<file path="src/rtl/cpu_selftest_ctrl.sv">
// cpu_selftest_ctrl
//   Self-test controller for the pipelined CPU wrapper. It streams a program
//   into the CPU's unified memory while the CPU is held in reset. It then
//   releases the CPU and watches PC for a finish address. After a fixed drain
//   period it compares selected architectural registers against expected
//   values and reports pass/fail.
//
// Ports
//   clk, rstn            clock, synchronous active-low reset
//   start                pulse; begins a test from IDLE or DONE
//   ld_valid/ld_ready    program byte handshake (ld_addr, ld_data, ld_last)
//   mem_we/addr/wdata    registered write port into CPU memory
//   cpu_rstn             CPU reset, active-low; high only in RUN and DRAIN
//   pc                   CPU program counter
//   fin_addr, timeout,
//   chk_mask, chk_exp    test configuration, sampled on start
//   chk_val              live register values, channel i at [i*DW +: DW]
//   done/pass/fail_vec/
//   timed_out/cycles     result, valid while done is high
//   dbg_state            current controller state, for observation only
//
// Handshake: a program byte transfers on a rising edge where
// ld_valid & ld_ready are both high. ld_valid may be held without a transfer
// and is never required to drop. ld_ready depends only on the controller
// state, never on ld_valid.
//
// SETTLE and DRAIN are expected to be at least 1.
module cpu_selftest_ctrl #(
  parameter int AW      = 8,
  parameter int DW      = 8,
  parameter int NUM_CHK = 4,
  parameter int SETTLE  = 2,
  parameter int DRAIN   = 20,
  parameter int TW      = 16
) (
  input  logic                  clk,
  input  logic                  rstn,
  input  logic                  start,
  input  logic                  ld_valid,
  output logic                  ld_ready,
  input  logic [AW-1:0]         ld_addr,
  input  logic [DW-1:0]         ld_data,
  input  logic                  ld_last,
  output logic                  mem_we,
  output logic [AW-1:0]         mem_addr,
  output logic [DW-1:0]         mem_wdata,
  output logic                  cpu_rstn,
  input  logic [AW-1:0]         pc,
  input  logic [AW-1:0]         fin_addr,
  input  logic [TW-1:0]         timeout,
  input  logic [NUM_CHK-1:0]    chk_mask,
  input  logic [NUM_CHK*DW-1:0] chk_val,
  input  logic [NUM_CHK*DW-1:0] chk_exp,
  output logic                  done,
  output logic                  pass,
  output logic [NUM_CHK-1:0]    fail_vec,
  output logic                  timed_out,
  output logic [TW-1:0]         cycles,
  output logic [2:0]            dbg_state
);

  typedef enum logic [2:0] {
    S_IDLE   = 3'd0,
    S_LOAD   = 3'd1,
    S_SETTLE = 3'd2,
    S_RUN    = 3'd3,
    S_DRAIN  = 3'd4,
    S_CHECK  = 3'd5,
    S_DONE   = 3'd6
  } state_t;

  localparam int MAXW = (SETTLE > DRAIN) ? SETTLE : DRAIN;
  localparam int CW   = $clog2(MAXW + 1);

  state_t                  state, state_d;
  logic [CW-1:0]           wait_cnt;
  logic [AW-1:0]           fin_q;
  logic [TW-1:0]           timeout_q;
  logic [NUM_CHK-1:0]      mask_q;
  logic [NUM_CHK*DW-1:0]   exp_r;
  logic [NUM_CHK-1:0]      fv;
  logic [TW-1:0]           cyc_inc;
  logic                    accept;
  logic                    take_start;

  assign ld_ready   = (state == S_LOAD);
  assign accept     = ld_valid & ld_ready;
  assign cpu_rstn   = (state == S_RUN) || (state == S_DRAIN);
  assign done       = (state == S_DONE);
  assign dbg_state  = state;
  assign take_start = start && ((state == S_IDLE) || (state == S_DONE));

  // The cycle count saturates instead of wrapping, so a long run without a
  // timeout cannot alias to a small count.
  assign cyc_inc = (cycles == {TW{1'b1}}) ? cycles : cycles + 1'b1;

  always_comb begin
    fv = '0;
    for (int i = 0; i < NUM_CHK; i++) begin
      fv[i] = mask_q[i] & (chk_val[i*DW +: DW] != exp_r[i*DW +: DW]);
    end
  end

  always_comb begin
    state_d = state;
    case (state)
      S_IDLE, S_DONE: if (start) state_d = S_LOAD;
      S_LOAD:         if (accept && ld_last) state_d = S_SETTLE;
      S_SETTLE:       if (wait_cnt == CW'(SETTLE - 1)) state_d = S_RUN;
      S_RUN: begin
        // A finish wins over a timeout that expires on the same cycle.
        if (pc == fin_q)
          state_d = S_DRAIN;
        else if ((timeout_q != '0) && (cyc_inc >= timeout_q))
          state_d = S_CHECK;
      end
      S_DRAIN:        if (wait_cnt == CW'(DRAIN - 1)) state_d = S_CHECK;
      S_CHECK:        state_d = S_DONE;
      default:        state_d = S_IDLE;
    endcase
  end

  always_ff @(posedge clk) begin
    if (!rstn) begin
      state     <= S_IDLE;
      wait_cnt  <= '0;
      fin_q     <= '0;
      timeout_q <= '0;
      mask_q    <= '0;
      exp_r     <= '0;
      mem_we    <= 1'b0;
      mem_addr  <= '0;
      mem_wdata <= '0;
      pass      <= 1'b0;
      fail_vec  <= '0;
      timed_out <= 1'b0;
      cycles    <= '0;
    end else begin
      state  <= state_d;
      mem_we <= accept;
      if (accept) begin
        mem_addr  <= ld_addr;
        mem_wdata <= ld_data;
      end

      // One counter serves both SETTLE and DRAIN; it restarts on every
      // state change.
      if (((state == S_SETTLE) || (state == S_DRAIN)) && (state_d == state))
        wait_cnt <= wait_cnt + 1'b1;
      else
        wait_cnt <= '0;

      if (take_start) begin
        fin_q     <= fin_addr;
        timeout_q <= timeout;
        mask_q    <= chk_mask;
        exp_r     <= chk_exp;
        pass      <= 1'b0;
        fail_vec  <= '0;
        timed_out <= 1'b0;
        cycles    <= '0;
      end

      if (state == S_RUN) begin
        cycles <= cyc_inc;
        if (state_d == S_CHECK) timed_out <= 1'b1;
      end

      if (state == S_CHECK) begin
        fail_vec <= fv;
        pass     <= ~timed_out & ~|fv;
      end
    end
  end

endmodule

</file>
<file path="config.mk">
export PLATFORM = sky130hd
export DESIGN_NAME = cpu_selftest_ctrl
export DESIGN_NICKNAME = d
export VERILOG_FILES = /design/src/rtl/cpu_selftest_ctrl.sv
export SDC_FILE = /design/constraint.sdc
export NUM_CORES = 1
export LEC_CHECK = 0
export ABC_CLOCK_PERIOD_IN_PS = 4100
export CAP_MARGIN = 30
export CORE_MARGIN = 4
export CORE_UTILIZATION = 45
export DETAILED_ROUTE_END_ITERATION = 10
export GPL_TIMING_DRIVEN = 0
export MAX_ROUTING_LAYER = met4
export PLACE_DENSITY = 0.77
export SYNTH_ARGS = -nofsm -noshare
export SYNTH_HDL_FRONTEND = slang
export SYNTH_SLANG_ARGS = --single-unit
export TNS_END_PERCENT = 100
</file>
<file path="constraint.sdc">
create_clock -name clk -period 4.1 [get_ports clk]
set_input_delay 0.82 -clock clk [delete_from_list [all_inputs] [get_ports clk]]
set_output_delay 0.82 -clock clk [all_outputs]
set_load 0.1 [all_outputs]
</file>
==> out/results.txt <==
CP peak stage delay: 1140 ps
gp weighted congestion: 0.888
post_cts resized: 0
Internal Power: 1790 µW
Slew Viols, Final: 0
FFs w/ async S/R, synth: 0
crit start category: flip-flop
Via Count: 5138
Die X: 118 µm
Cell Chain, Critical Path: buf_2, nand2_1, or2_2, clkbuf_1, nand2_1, clkdlybuf4s50_1
Layout area overhead: 39.5%
first-pass GRT wire length: 25.0 mm
cts hold-fix bufs: 0
Max Cap Viol: 0
Routed WL per cell: 15.6 µm
total track usage: 0.226
Die Ht: 118 µm
Detailed Route WL: 15.3 mm
total core area: 11600 µm²
Crit. End Element: primary output
drt pass-1 iters: 4
Design Area, Final: 7530 µm²
final hold vios: 0
largest net degree at the start of global routing: 19
register area share after synthesis: 0.397
Yosys warning count: 0
H-Tree Depth: 3
Synth cell types: 50
CTS Buf Count: 9
reg2reg path depth: 14
RSZ-0062 raised after global routing: false
Top delay family on crit path: buffers and inverters
Critical Path Stages: 6
commonest non-fill, non-tap cells in the layout: nand2_1, clkdlybuf4s50_1, dfxtp_1
VDD IR max: 0.275 mV
clock slew at reported path FFs: 80 ps
Worst setup startpoint: dbg_state[0]$_SDFF_PN0_
Final Skew: 9.50 ps
CP Data Required Time: 3280 ps
total chip power: 2490 µW
# clock sinks: 107
grt total ovfl: 0
sequential share of power: 0.453
Worst Path Arrival: 2770 ps
drt drc: 0
post-detail-place hpwl: 12.2 mm
Seq cells post-synth: 107
full die area: 13800 µm²
Post-Syn Nets: 797
ANT cells: 0
ys flop type: dfxtp_1
register area: 2140 µm²
status: finished, final reports clean
setup bufs post-CTS: 0
initial antenna violation count: 0
worst hold margin: 459 ps
placed cell areas: 7230 µm²
leakage: 0.00281 µW
cell count after synthesis: 657
Hold Crit Class: flip-flop to flip-flop
Final Util: 0.651
later-pin clock latency in the skew report: 350 ps
final setup TNS: 0 ps
fin crit period: 3590 ps
post-synth top area share: 0.397
switch share: 0.280
DRT antenna net count: 0
worst slew pin tran: 1040 ps
Worst R2R Start: cycles[8]$_SDFFE_PN0P_
most common cell after layout, fill and taps aside: nand2_1
CP Max Fanout: 10
IO buf count: 165
CP dominant cell by count: nand2_1
Final period util: 0.875
P per Cell Area: 331 nW/µm²
P_sw: 698 µW
via density per instance: 5.24
vias in the first global route: 5281
share of cells above drive strength 1: 0.0501
Fillers: 1022
maximum root-to-sink buffer count: 2
cell area after synthesis: 5400 µm²
synthesized area per cell: 8.22 µm²
Final #Nets: 973
CTS tree: yes
clock root buffer master: clkbuf_16
Yosys top cell by area: dfxtp_1
Setup Viol. Count Final: 0
Crit Path Category: flip-flop to primary output
multi-input combinational cell area: 3010 µm²
row cnt: 39
Clk pwr share: 0.352
hold path depth: 2
EDFF count, synth: 0
synth top area cells: dfxtp_1, nand2_1, a21boi_0
Hold Path Origin: pass$_SDFFE_PN0P_
Starting Density: 0.467
Rel. slew slack: 0.305
Initial DRC Count: 368
slowest stage cell, crit path: clkdlybuf4s50_1
Max Clock Freq: 279 MHz
# IOs: 166
CP bufs+invs: 3
Comb power frac: 0.195
[kinds of logic after synthesis]
logic type,after synthesis,synth area share
mux,3,0.00695
flops,107,0.397
xor+xnor,56,0.0909
fa+ha+maj,19,0.0440
buf+inv,56,0.0452
simple gates,273,0.230
compound gates,143,0.186
[power by group through the flow]
stage / Clock, µW / Sequential [µW] / Combinational [µW]
final: 878 / 1130 / 486
after global placement: 0 / 1150 / 474
after global routing: 940 / 1130 / 529
after CTS: 897 / 1130 / 488
after floorplan: 0 / 1210 / 213
after detailed placement: 0 / 1150 / 485
[sequential cells by signal (all words and copies together), names as in the netlist, 3 cells and up]
signal / count
cycles: 16
dbg_state: 3
exp_r: 32
fail_vec: 4
fin_q: 8
mask_q: 4
mem_addr: 8
mem_wdata: 8
timeout_q: 16
wait_cnt: 5
[final timing paths]
| kind | end | slack (ps) |
|---|---|---|
| worst max register to register | dbg_state[1]$_SDFF_PN0_ | 520 |
| worst min-delay path | pass$_SDFFE_PN0P_ | 460 |
| worst max-delay path | cpu_rstn | 510 |
| worst min register to register | pass$_SDFFE_PN0P_ | 460 |
[metrics by stage]
step | cells | setup WS [ps]
floorplan | 657 | 416
global placement | 965 | 741
detailed placement | 965 | 624
CTS | 981 | 526
global route | 981 | 403
finish | 981 | 514
[area by class of cell]
cell class,count,share of cell area
Clock buffer,9,0.0299
Sequential cell,107,0.285
Timing Repair Buffer,165,0.219
Buffer,37,0.0229
Clock inverter,7,0.00997
Tap cell,143,0.0238
Inverter,19,0.00947
Multi-Input combinational cell,494,0.400
[routing by layer]
metal	share of wire	vias up	GRT usage	routed length [µm]
li1	-	2582	-	-
met1	0.42	2388	0.249	6350
met2	0.50	141	0.390	7560
met3	0.065	27	0.0658	991
met4	0.024	0	0.0791	367
met5	0	-	-	0
[tightest hold or removal path: stages (launching register included)]
cell and delay [ps]:
dfxtp_1 310, nand4_1 60, nand2_1 50
[synth_stat cells (4+ instances only)]
library cell and instances:
nand3_1 17, nand2_1 183, a21boi_0 77, and3_1 9
dfxtp_1 107, and2_1 7, nor2_1 13, a31oi_1 9
xor2_1 12, o31ai_1 4, buf_2 11, clkbuf_1 22
inv_1 19, ha_1 19, xnor2_1 44, o21ai_0 20
a21oi_1 14, nor4_1 5, nand4_1 18
Power figures use the tool's default switching activity.
